$ cat src/rtl/oam_dma_if.sv
// CPU-side and memory-map-side bus bundle around the OAM DMA engine.
// The slave modport is the DMA engine's view; master is the surrounding system.
interface oam_dma_if;
  logic [15:0] cpu_addr;
  logic        cpu_wren;
  logic [7:0]  cpu_data_in;
  logic [7:0]  cpu_data_out;
  logic [7:0]  mem_q;
  logic [15:0] mem_addr;
  logic        mem_wren;
  logic [7:0]  mem_data;
  logic        dma_active;

  modport master (
    output cpu_addr, cpu_wren, cpu_data_in, mem_q,
    input  cpu_data_out, mem_addr, mem_wren, mem_data, dma_active
  );

  modport slave (
    input  cpu_addr, cpu_wren, cpu_data_in, mem_q,
    output cpu_data_out, mem_addr, mem_wren, mem_data, dma_active
  );
endinterface

$ cat src/rtl/oam_dma.sv
// OAM DMA: copies 160 bytes from {src_hi,00} to 0xFE00 as alternating READ/WRITE cycles,
// passing the CPU straight through to the memory map while idle.
module oam_dma (
  input  logic      clock,
  input  logic      reset_n,
  oam_dma_if.slave  bus
);
  typedef enum logic [1:0] {
    IDLE  = 2'd0,
    READ  = 2'd1,
    WRITE = 2'd2
  } state_t;

  localparam logic [15:0] DMA_REG_ADDR = 16'hFF46;
  localparam logic [7:0]  LAST_IDX     = 8'd159;
  localparam logic [7:0]  OAM_HI       = 8'hFE;

  state_t     state_r;
  logic [7:0] idx_r;
  logic [7:0] src_hi_r;
  logic [7:0] eff_hi_s;
  logic       reg_sel_s;
  logic       dma_wr_s;

  // Echo RAM (0xE000-0xFFFF) folds back onto work RAM at 0xC000-0xDFFF.
  function automatic logic [7:0] fold_echo(input logic [7:0] hi);
    if (hi >= 8'hE0) begin
      return hi - 8'h20;
    end else begin
      return hi;
    end
  endfunction

  // Register decode and source page selection.
  always_comb begin
    reg_sel_s = (bus.cpu_addr == DMA_REG_ADDR);
    dma_wr_s  = bus.cpu_wren && reg_sel_s;
    eff_hi_s  = fold_echo(src_hi_r);
  end

  // Transfer sequencer; a register write restarts from byte 0 in any state.
  always_ff @(posedge clock) begin
    if (!reset_n) begin
      state_r  <= IDLE;
      idx_r    <= 8'd0;
      src_hi_r <= 8'hFF;
    end else if (dma_wr_s) begin
      src_hi_r <= bus.cpu_data_in;
      state_r  <= READ;
      idx_r    <= 8'd0;
    end else begin
      case (state_r)
        IDLE: begin
          state_r <= IDLE;
        end
        READ: begin
          state_r <= WRITE;
        end
        WRITE: begin
          if (idx_r == LAST_IDX) begin
            state_r <= IDLE;
            idx_r   <= 8'd0;
          end else begin
            state_r <= READ;
            idx_r   <= idx_r + 8'd1;
          end
        end
        default: begin
          state_r <= IDLE;
          idx_r   <= 8'd0;
        end
      endcase
    end
  end

  // Bus ownership: the DMA drives the memory map in READ/WRITE, the CPU otherwise.
  always_comb begin
    bus.mem_addr   = bus.cpu_addr;
    bus.mem_wren   = bus.cpu_wren;
    bus.mem_data   = bus.cpu_data_in;
    bus.dma_active = 1'b0;
    case (state_r)
      IDLE: begin
        bus.dma_active = 1'b0;
      end
      READ: begin
        bus.mem_addr   = {eff_hi_s, idx_r};
        bus.mem_wren   = 1'b0;
        bus.mem_data   = 8'h00;
        bus.dma_active = 1'b1;
      end
      WRITE: begin
        bus.mem_addr   = {OAM_HI, idx_r};
        bus.mem_wren   = 1'b1;
        bus.mem_data   = bus.mem_q;
        bus.dma_active = 1'b1;
      end
      default: begin
        bus.dma_active = 1'b0;
      end
    endcase
  end

  // CPU read-back; the rest of the map reads as open bus while a transfer runs.
  always_comb begin
    if (reg_sel_s) begin
      bus.cpu_data_out = src_hi_r;
    end else if (state_r == IDLE) begin
      bus.cpu_data_out = bus.mem_q;
    end else begin
      bus.cpu_data_out = 8'hFF;
    end
  end
endmodule

$ cat src/flat_wrapper.sv
// flat-port wrapper written by rule: the top's interface ports become plain ports
module oam_dma_flat 
  (clock, reset_n, bus_cpu_addr, bus_cpu_wren, bus_cpu_data_in, bus_mem_q, bus_cpu_data_out, bus_mem_addr, bus_mem_wren, bus_mem_data, bus_dma_active);
  oam_dma_if bus_i ();
  input  logic clock;
  input  logic reset_n;
  input wire logic [$bits(bus_i.cpu_addr)-1:0] bus_cpu_addr;
  input wire logic [$bits(bus_i.cpu_wren)-1:0] bus_cpu_wren;
  input wire logic [$bits(bus_i.cpu_data_in)-1:0] bus_cpu_data_in;
  input wire logic [$bits(bus_i.mem_q)-1:0] bus_mem_q;
  output wire logic [$bits(bus_i.cpu_data_out)-1:0] bus_cpu_data_out;
  output wire logic [$bits(bus_i.mem_addr)-1:0] bus_mem_addr;
  output wire logic [$bits(bus_i.mem_wren)-1:0] bus_mem_wren;
  output wire logic [$bits(bus_i.mem_data)-1:0] bus_mem_data;
  output wire logic [$bits(bus_i.dma_active)-1:0] bus_dma_active;
  assign bus_i.cpu_addr = bus_cpu_addr;
  assign bus_i.cpu_wren = bus_cpu_wren;
  assign bus_i.cpu_data_in = bus_cpu_data_in;
  assign bus_i.mem_q = bus_mem_q;
  assign bus_cpu_data_out = bus_i.cpu_data_out;
  assign bus_mem_addr = bus_i.mem_addr;
  assign bus_mem_wren = bus_i.mem_wren;
  assign bus_mem_data = bus_i.mem_data;
  assign bus_dma_active = bus_i.dma_active;
  oam_dma u_core (.clock(clock), .reset_n(reset_n), .bus(bus_i));
endmodule
$ cat config.mk
export PLATFORM = sky130hd
export DESIGN_NAME = oam_dma_flat
export DESIGN_NICKNAME = d
export VERILOG_FILES = /design/src/rtl/oam_dma_if.sv /design/src/rtl/oam_dma.sv /design/src/flat_wrapper.sv
export SDC_FILE = /design/constraint.sdc
export NUM_CORES = 1
export LEC_CHECK = 0
export ABC_AREA = 1
export CAP_MARGIN = 10
export CORE_MARGIN = 10
export CORE_UTILIZATION = 30
export DETAILED_ROUTE_END_ITERATION = 8
export DONT_BUFFER_PORTS = 1
export PLACE_DENSITY = 0.51
export SETUP_SLACK_MARGIN = 0.1
export SLEW_MARGIN = 40
export SYNTH_ARGS = -nofsm -noshare
export SYNTH_HDL_FRONTEND = slang
export SYNTH_SLANG_ARGS = --single-unit
$ cat constraint.sdc
create_clock -name clock -period 4 [get_ports clock]
set_input_delay 0.8 -clock clock [delete_from_list [all_inputs] [get_ports clock]]
set_output_delay 0.8 -clock clock [all_outputs]
set_load 0.02 [all_outputs]
==> metrics list, run 1 <==
- Worst Tran Pin Value: around 730 ps
- Result of the run: completed
- Synthesized-area fraction occupied by ao, oa, aoi and oai cells: 9.54%
* Largest fanout on the critical path: 15
- STA classifies the critical path endpoint as a primary output.
- The worst register-to-register path has a setup slack of around 2300 ps.
- For this run, design rule violations remaining after detail routing come to 0.
- Of the total synthesized cell area, the portion taken by XOR and XNOR cells is between 1 and 1.5%.
- # diodes: 0
- Clock insertion delay at the later pin of the skew report: between 200 and 300 ps
* Net count reported at finish: 276
- The via count of the first global-routing pass was between 1000 and 1500.
* Top-area cell type share of the netlist area: between 20% and 30%
- For this run, the slowest stage of the critical path takes between 700 and 800 ps.
* Largest net degree at the start of global routing: 25
- Remaining antenna violation count after routing: 0
- For this design the static power due to leakage is between 0.6 and 0.7 nW.
* Type of the setup path with the least slack: reg -> out
* Final setup violation count: 0
* Beginning of the critical path: u_core.state_r[0]
- Multiplexer fraction of the synthesized cell area: 0%
* Bufs on Longest Clock Path: 2
* Post-CTS setup buffers: 0
- Summed over all nets, the switching power comes to between 100 and 150 uW.
- The floorplan step set the die width to a little under 90 um.
- The number of nets in the synthesized netlist is between 200 and 300.
* Number of antenna violations at the first check in global routing: 0
- Unrepaired setup endpoints after global routing: no
- Remaining max-slew budget at the tightest pin: a little over 50%
* TritonCTS clock tree: yes
* Final wirelength: between 4000 and 5000 um
- Cell with the largest stage delay on the worst path: sky130_fd_sc_hd__ha_1
- Detailed-route wire length per cell: between 15 and 20 um
* Count of unique library cells instantiated by Yosys: 25
- Cell breakdown of the critical path: inv_1 > ha_1 > o21ai_1 > o21ai_0
* Count of boundary I/O pins: slightly below 70
* Syn Area/Cell: 5.98 um2
* Final number of hold-violating endpoints: 0
* Area growth from synthesis to layout: 5.43%
- Data arrives at the worst endpoint at ~2500 ps.
* Switching share of power: 28.1%
* Layout cells sized above 1: 6.38%
- The congestion estimate from routability-driven global placement came to between 0.8 and 0.9.
- Number of iterations in the first detailed-routing pass: 4
- After technology mapping, the gate count stands at between 200 and 250.
- Endpoint required time on the critical path: approximately 3200 ps
- Netlist Area Pre-Place: approximately 1400 um2
* Proportion of power drawn by the clock network: between 40% and 50%
- Top cell types by occurrence after synthesis: sky130_fd_sc_hd__nand2_1 (70), sky130_fd_sc_hd__nand3_1 (36), sky130_fd_sc_hd__nor2_1 (31)
- Number of placement rows: 25
- Reg2Reg Launch Point: u_core.state_r[0]
* Hold Path Class: reg -> reg
- Power spread over the standard cell area amounts to roughly 260 nW/um2.
* Achievable Freq: ~0.31 GHz
* Post_cts resized: 0
* Number of H-tree levels: 1
* Initial core utilization: between 30% and 40%
- Most frequently used flop master after synthesis: sky130_fd_sc_hd__dfxtp_1
- Summing over every cut layer, the via total after detailed routing is between 1500 and 2000.
- During synthesis, Yosys emitted a total of 0 warnings.
- Hold Path Cell Cnt: 2
- Sequential fraction of the synthesis area: 25.2%
- The first global-routing pass estimated approximately 7500 um of wire.
- After clock tree synthesis, the clock-pin slew on the worst setup and hold paths is 80 ps.
- In the post-synthesis netlist, the cell with the most instances is sky130_fd_sc_hd__nand2_1.
* Clock sinks: 18
* Period Utilization, post-route: 81.2%
* Hold_sp: u_core.src_hi_r[4]
* Worst slack at placement: ~1000 ps
- The number of max-slew violations in the final report was 0.
- The worst setup path is launched from a flop.
* DP HPWL: just under 4000 um
- Counting the buffers created by CTS gives 3.
- The worst path meets setup with 752 ps of slack.
- Register share of total power: between 40% and 50%
* IR Drop Worst-Case VDD: between 80 and 90 uV
- In the final timing run, aggregate negative setup slack is 0 ps.
- DR vias/cell: ~5.2
- In this run the clock root is driven by a sky130_fd_sc_hd__clkbuf_8.
* Aggregate global-route resource usage: between 10% and 20%
* Area share of fa/ha/maj cells after synthesis: under 10%
- Post-synthesis sequential element count: 18
- After Yosys synthesis, and, or, nand and nor cells account for about 50% of the synthesized area.
* Depth of the most critical reg-to-reg path: 6
- In this run, post-CTS hold repair placed 0 buffers.
- Hold slack: 492 ps
* R2r endpoint: u_core.idx_r[5]
* Dominant combinational cell family by area after synthesis: simple AND/OR/NAND/NOR gates
- Layout Skew: 0.283 ps
* Minimum period implied by the final worst setup slack: ~3200 ps
* Total grt overflow: 0
- Port buffering added 0 buffers.
- DRT iter0 DRCs: 103
- Die span in y: a little under 90 um
- Post-synthesis async set-or-reset flop share: 0%
* Number of flops mapped to enable cells by yosys: 0
- Combinational share of power: 13.1%
* Cell-internal power: about 280 uW
- Max-cap violations in this run came to 0.
- The synthesized design spends more area on one cell type than any other, namely sky130_fd_sc_hd__dfxtp_1.
* DIE AREA: approximately 8000 um2
* Biggest area contributors in the synthesized netlist: sky130_fd_sc_hd__dfxtp_1 (25%), sky130_fd_sc_hd__nand2_1 (18%), sky130_fd_sc_hd__nand3_1 (13%)
* Hold worst-path end: u_core.src_hi_r[4]
- The core region is between 4000 and 5000 um2.
-- placed cells by master, fill, tap and decap left out, types with 2 or more instances in the layout --
master,instances
sky130_fd_sc_hd__nand2_4,2
sky130_fd_sc_hd__nand3_1,36
sky130_fd_sc_hd__nor2_2,2
sky130_fd_sc_hd__nor2_1,31
sky130_fd_sc_hd__nor2_4,3
sky130_fd_sc_hd__clkbuf_8,4
sky130_fd_sc_hd__nand4_1,10
sky130_fd_sc_hd__o21ai_0,11
sky130_fd_sc_hd__nor3_1,2
sky130_fd_sc_hd__nand2_1,70
sky130_fd_sc_hd__a21oi_1,7
sky130_fd_sc_hd__xor2_1,2
sky130_fd_sc_hd__ha_1,5
sky130_fd_sc_hd__inv_1,24
sky130_fd_sc_hd__dfxtp_1,18
-- layer usage --
layer | vias up | wire (um) | global-route usage, %
li1 | 774 | - | -
met2 | 43 | 2370 | 19.1
met5 | - | 0 | 0
met4 | 0 | 64 | 4.05
met3 | 7 | 402 | 3.37
met1 | 690 | 2090 | 14.9
-- state kept, by name (all words and copies together) (netlist names) --
signal / count
u_core.idx_r: 8
u_core.state_r: 2
u_core.src_hi_r: 8
-- kinds of logic (layout without fill, tap and decap cells) --
kind of cell / after synthesis / count (layout)
simple gates: 158 / 158
compound gates: 24 / 24
xor+xnor: 2 / 2
flops: 18 / 18
buf+inv: 32 / 28
fa+ha+maj: 5 / 5
-- worst max-delay path by stage --
| stage | end | slack [ps] | cells past startpoint |
|---|---|---|---|
| 5_1_grt | bus_mem_addr[0] | 510 | 5 |
| 3_5_place_dp | bus_mem_addr[2] | 1020 | 4 |
| 4_1_cts | bus_mem_addr[2] | 730 | 4 |
| 2_1_floorplan | bus_cpu_data_out[0] | 1420 | 6 |
| 6_report | bus_mem_addr[6] | 750 | 4 |
| 3_3_place_gp | bus_mem_addr[1] | 1080 | 4 |
-- power groups by stage --
stage | Clock [mW] | Sequential [mW] | Combinational (mW)
2_1_floorplan | 0 | 0.183 | 0.0475
3_3_place_gp | 0 | 0.183 | 0.0513
3_5_place_dp | 0 | 0.183 | 0.0513
4_1_cts | 0.157 | 0.179 | 0.0515
6_report | 0.158 | 0.179 | 0.0507
5_1_grt | 0.166 | 0.179 | 0.0553
-- critical path, delay by kind of cell (launching register included) --
family,cells,cell delay [ps]
compound gates,2,1050
fa+ha+maj,1,720
buf+inv,1,60
flops,1,350
-- cell type report --
class	count	area (um2)
well taps	54	67.6
clock buffers	4	55.1
inverters	24	90.1
flip-flops and latches	18	360
fillers	535	3150
multi-input cells	189	933
-- metrics by stage --
step           util, %  total power [mW]  area (um2)  instances
6_report          32.3             0.387        1510        289
5_1_grt           32.3             0.400        1510        289
4_1_cts           32.3             0.388        1510        289
3_5_place_dp      31.1             0.235        1450        285
3_3_place_gp      31.1             0.235        1450        285
2_1_floorplan        -             0.231        1430        239
Note: power is estimated with default switching activity, not from simulation.
==> run 2, diff against run 1 <==
Settings changed: PLACE_DENSITY 0.51 to 0.52.
Clock period 4 ns to 2.7 ns, I/O delays scaled along.
==> run 2 against run 1 <==
Against the previous run: worst hold slack got worse by 120 ps; critical path type unchanged; sequential cell count did not move; die area is the same; first-iteration DRC count rose by 17%; clock power rose by 44%; combinational power increased by 64%; sequential share of layout area decreased by 1.5 points; worst setup slack worse by 470 ps; highest routed layer unchanged.
==> metrics list, run 2 (synthesized netlist as in run 1, its figures left out) <==
- Startpoint type of the worst setup path: flop
* Aggregate global-route resource usage: 11.8%
- At the placement stage, the worst setup path has a slack of approximately 520 ps.
- Remaining antenna violation count after routing: 0
- Setup violations remaining at the end of the flow were counted as 0.
* Depth of the most critical reg-to-reg path: 8
- The post-route netlist has between 10% and 20% of its cells at a drive strength greater than 1.
- The number of clock buffers added by TritonCTS is 3.
* Number of maximum-capacitance constraint violations: 0
* Initial core utilization: just over 30%
* Detailed-route wire length per cell: 16.2 um
* Final number of hold-violating endpoints: 0
- Across the routed clock network, the largest skew measured is between 2 and 2.5 ps.
* Max-slew violations: 0
- CTS placed an instance of sky130_fd_sc_hd__clkbuf_8 at the clock tree root.
- Number of antenna violations at the first check in global routing: 0
* DRT iter0 DRCs: ~120
* DP HPWL: about 4000 um
* Port Buffer Count: 0
- Hold Path Class: in -> reg
- Buffers inserted to repair hold after CTS numbered 0.
- STA classifies the critical path endpoint as a primary output.
- Using the TritonRoute via totals, the vias-per-cell ratio works out to 5.16.
* Count of boundary I/O pins: approximately 70
- Overall power consumption after layout is estimated at roughly 580 uW.
* Reg2Reg Launch Point: u_core.state_r[1]
- The first global-routing pass estimated about 7400 um of wire.
- # diodes: 0
- End point of the critical path: bus_mem_addr[11]
* Final worst slack: around 280 ps
* GP Congestion: 0.845
- For this run the aggregate overflow at the end of global routing stands at 0.
- Post-route cell area: about 1600 um2
- Remaining DRCs: 0
* Post_cts resized: 0
* Core box area: roughly 4700 um2
* Power per unit of standard cell area: about 360 nW/um2
- Static Leak: roughly 0.74 nW
* Most common cell after layout, fill and taps aside: sky130_fd_sc_hd__nand2_1
- Entering global routing, the biggest net connects 21 pins.
* Die outline width: between 80 and 90 um
* Post-CTS setup buffers: 0
- Area growth from synthesis to layout: 12.3%
* Minimum period implied by the final worst setup slack: 2420 ps
- For this run, the share of the core covered by cells in the final layout is ~34%.
- DIE AREA: just under 8000 um2
* Number of iterations in the first detailed-routing pass: 4
* Die span in y: between 80 and 90 um
- Met3 track utilization from global routing: 4.47%
- The top cell types in the final layout, fill and taps aside, are sky130_fd_sc_hd__nand2_1 (70), sky130_fd_sc_hd__nand3_1 (36), sky130_fd_sc_hd__nor2_1 (31).
* Remaining max-slew budget at the tightest pin: 67.7%
- Unrepaired setup endpoints after global routing: no
- Number of H-tree levels: 1
* Endpoint required time on the critical path: 2160 ps
- Result of the run: completed
- For the pin with the worst max-slew slack, the measured transition is 485 ps.
- At the end of the flow, the number of nets in the layout was 289.
- Once placement finished, the instance area stood at between 1500 and 2000 um2.
* IR Drop Worst-Case VDD: between 100 and 150 uV
* Vias post-DR: 1559
- For met1 alone, demand over resource in global routing was ~14%.
- TritonCTS built the clock tree.
* Register clock-pin slew on the reported worst setup and hold paths: 80 ps
* Worst-case register-to-register setup slack: 1190 ps
- Setup total negative slack on the finished layout was measured at 0 ps.
- The largest registers in the layout are u_core.idx_r: 8 flops, u_core.src_hi_r: 8 flops, u_core.state_r: 2 flops.
- The critical path is of the reg -> out type.
- In this run the worst path has a maximum fanout of 20.
- Row generation in the floorplan step produced 25 rows.
* Arrival time of data at the critical path endpoint: roughly 1900 ps
* Clock insertion delay at the later pin of the skew report: 250 ps
* R2r endpoint: u_core.idx_r[7]
- The longest clock path from root to sink contains 2 buffers.
- Period Utilization, post-route: roughly 90%
* Clock sinks: 18
* Number of global-route vias before repair: roughly 1400
- Met2 track demand over resource in global routing: ~18%
- Achievable Freq: ~0.41 GHz
- The most critical setup path has its startpoint at u_core.state_r[0].
* Final wirelength: approximately 4900 um
- Global-route layer with the greatest usage: met2
[run 2: layout make-up]
type | count | area (um2)
fillers | 528 | 3060
repair buffers | 13 | 97.6
flip-flops and latches | 18 | 360
inverters | 24 | 90.1
multi-input cells | 189 | 933
clock buffers | 4 | 55.1
well taps | 54 | 67.6
[run 2: worst min path at each step]
stage	from	endpoint	slack, ps	depth (start not counted)
floorplan	u_core.src_hi_r[1]	u_core.src_hi_r[1]	450	2
global placement	u_core.src_hi_r[3]	u_core.src_hi_r[3]	470	2
detailed placement	u_core.src_hi_r[1]	u_core.src_hi_r[1]	480	2
CTS	reset_n	u_core.src_hi_r[6]	370	1
global route	reset_n	u_core.src_hi_r[5]	370	1
finish	reset_n	u_core.src_hi_r[6]	370	1
[run 2: metrics by stage]
stage	hold WS [ps]	instances
after floorplan	452	239
after global placement	473	298
after detailed placement	477	298
after CTS	367	302
after global routing	374	302
final	371	302
[run 2: report_power, final]
| part | internal [mW] | switching [mW] |
|---|---|---|
| logic | 0.0251 | 0.0582 |
| registers | 0.265 | 0.00000216 |
| clock network | 0.130 | 0.0980 |
| total | 0.420 | 0.156 |
[run 2: worst max-delay path, cell delays in order, from the launching register on]
cell	delay, ps
sky130_fd_sc_hd__dfxtp_1	340
sky130_fd_sc_hd__inv_1	60
sky130_fd_sc_hd__ha_1	400
sky130_fd_sc_hd__inv_1	180
sky130_fd_sc_hd__buf_4	270
sky130_fd_sc_hd__nand2_1	120
sky130_fd_sc_hd__nand3_1	230
[run 2: routing by layer]
metal	vias up	share of wire, %
met1	694	42
met4	0	1.8
met3	8	11
met5	-	0
met2	59	45
li1	798	-
==> run 3, diff against run 2 <==
Settings changed: CTS_CLUSTER_SIZE set to 16, RECOVER_POWER set to 100.
==> run 3 against run 2 <==
Against the previous run: core utilization fell by 1.2 points; worst hold slack better by 2.7 ps; largest power group unchanged; sequential power is essentially flat; largest cell class unchanged; critical path type unchanged; clock skew rose by 2.7 ps; power down 1.5%; clock power about the same; design area shrank 3.5%.
==> metrics list, run 3 (synthesized netlist as in run 1, its figures left out) <==
- The count of buffers added on input and output ports is 0.
- For the worst-skew pair, the clock arrives at the later sink with an insertion delay of 250 ps.
- STA classifies the critical path startpoint as a flop.
- Final Total Pwr: ~570 uW
- The die is 89.0 um wide.
* Hold Path Class: in -> reg
* Final number of hold-violating endpoints: 0
- Achievable Freq: ~0.4 GHz
- The floorplan has 25 rows.
- Number of CTS-inserted buffers: 3
* Cell with the largest stage delay on the worst path: sky130_fd_sc_hd__ha_1
- The routed design could run at a clock period as short as between 2000 and 2500 ps.
- Root buffer cell: sky130_fd_sc_hd__clkbuf_8
* Remaining antenna violation count after routing: 0
- The largest single stage delay on the critical path is roughly 400 ps.
* Number of global-route vias before repair: 1446
- Top Family by Delay on Critical Path: buffers and inverters
- The total overflow left after global routing is 0.
- In the routed layout, each cell is associated on average with a via count of ~5.1.
- Remaining max-slew budget at the tightest pin: between 60% and 70%
- The number of setup buffers added after CTS is 0.
- Final wirelength: between 4000 and 5000 um
* Detailed-route wire length per cell: around 16 um
* Post-DP Area: approximately 1500 um2
* Wire length the detailed router placed on met1: around 2100 um
- Number of buffers and inverters on the critical path: 4
- Clock sinks: 18
- Leaving out fill and tap cells, the most frequent cells in the layout are sky130_fd_sc_hd__nand2_1 (71), sky130_fd_sc_hd__nand3_1 (37), sky130_fd_sc_hd__nor2_1 (32).
- Static Leak: between 0.7 and 0.8 nW
* Core box area: 4660 um2
- The critical path goes through inv_1 > ha_1 > inv_1 > buf_4 > nand2_1 > o21ai_0 > clkbuf_1.
- Largest net degree at the start of global routing: 21
* Bufs on Longest Clock Path: 2
- For this run, the detailed router's first-pass iteration total came to 4.
- Most common cell after layout, fill and taps aside: sky130_fd_sc_hd__nand2_1
* Remaining DRCs: 0
- The number of max-slew violations in the final report is 0.
* Post-CTS Hold Buffers: 0
- Die span in y: roughly 90 um
- Number of maximum-capacitance constraint violations: 0
- Setup violations remaining at the end of the flow were counted as 0.
- CTS built an H-tree with a depth of 1.
- Post-route cell area: 1550 um2
- Power spread over the standard cell area amounts to about 370 nW/um2.
- At the worst endpoint, the required time is roughly 2200 ps.
* Layout Skew: approximately 4.9 ps
- Once the floorplan was initialized, standard cells occupied 30.7% of the core.
- Highest Signal Layer: met4
* IR Drop Worst-Case VDD: between 100 and 150 uV
* Met2 wire len: between 2000 and 2500 um
* DIE AREA: 7920 um2
- Largest fanout on the critical path: 20
- In the finished design, the share of the clock period the worst path needs comes to 91.1%.
* Layout cells sized above 1: between 6 and 7%
- Setup repair after global routing left no endpoint under its margin.
* Number of antenna violations at the first check in global routing: 0
- GP Congestion: about 0.85
* Total length of routed met3 wires: approximately 560 um
- Arrival time of data at the critical path endpoint: 1920 ps
* Vias post-DR: about 1600
* Kind of end point of the critical path: primary output
- The largest registers in the layout are u_core.idx_r: 8 flops, u_core.src_hi_r: 8 flops, u_core.state_r: 2 flops.
- The HPWL after detailed placement is around 4000 um.
- After clock tree synthesis, the clock-pin slew on the worst setup and hold paths is roughly 80 ps.
- Type of the setup path with the least slack: reg -> out
* Count of boundary I/O pins: between 60 and 70
- 0 antenna diodes ended up in the layout.
- Result of the run: completed
* TritonCTS clock tree: yes
* Worst Tran Pin Value: between 400 and 500 ps
- After the first detailed-routing iteration, the DRC count stood at ~150.
* Wire length of the first global-routing pass: approximately 7400 um
- Across every metal layer, demand over resource in global routing totals 11.8%.
- Post_cts resized: 0
* Final-layout setup total negative slack: 0 ps
- From synthesis to final layout, the design area changed by 8.32%.
- The cell that appears most often on the critical path is sky130_fd_sc_hd__inv_1.
* Net count reported at finish: 289
-- run 3: area by class of cell --
class	instances	area, um2
inverter	24	90.1
tap	54	67.6
clock buffer	4	55.1
fill	540	3110
sequential	18	360
timing repair buffer	13	65.1
multi-input combinational	189	910
-- run 3: metal layers --
| metal | global-route usage [%] | vias up |
|---|---|---|
| li1 | - | 795 |
| met1 | 14.1 | 699 |
| met2 | 18.4 | 52 |
| met3 | 4.47 | 4 |
| met4 | 5.20 | 0 |
| met5 | 0 | - |
-- run 3: worst paths after layout --
kind,to,cells after the start,from,slack (ps)
max,bus_mem_addr[6],7,u_core.state_r[0],240
min,u_core.src_hi_r[6],1,reset_n,370
max reg2reg,u_core.idx_r[7],8,u_core.state_r[1],1180
min reg2reg,u_core.src_hi_r[1],2,u_core.src_hi_r[1],500
-- run 3: power by group --
part / leakage, nW / switching (mW) / total (mW) / internal (mW)
sequential: 0.145 / 0.00000217 / 0.265 / 0.265
combinational: 0.535 / 0.0575 / 0.0769 / 0.0194
clock: 0.0288 / 0.0959 / 0.225 / 0.130
total: 0.709 / 0.153 / 0.568 / 0.414
-- run 3: per-stage QoR --
stage,cells,setup WS [ps],util (%),hold WS [ps]
after floorplan,239,636,-,452
after global placement,298,523,33.2,473
after detailed placement,298,517,33.2,477
after CTS,302,275,34.4,367
after global routing,302,98.9,33.2,373
final,302,241,33.2,374
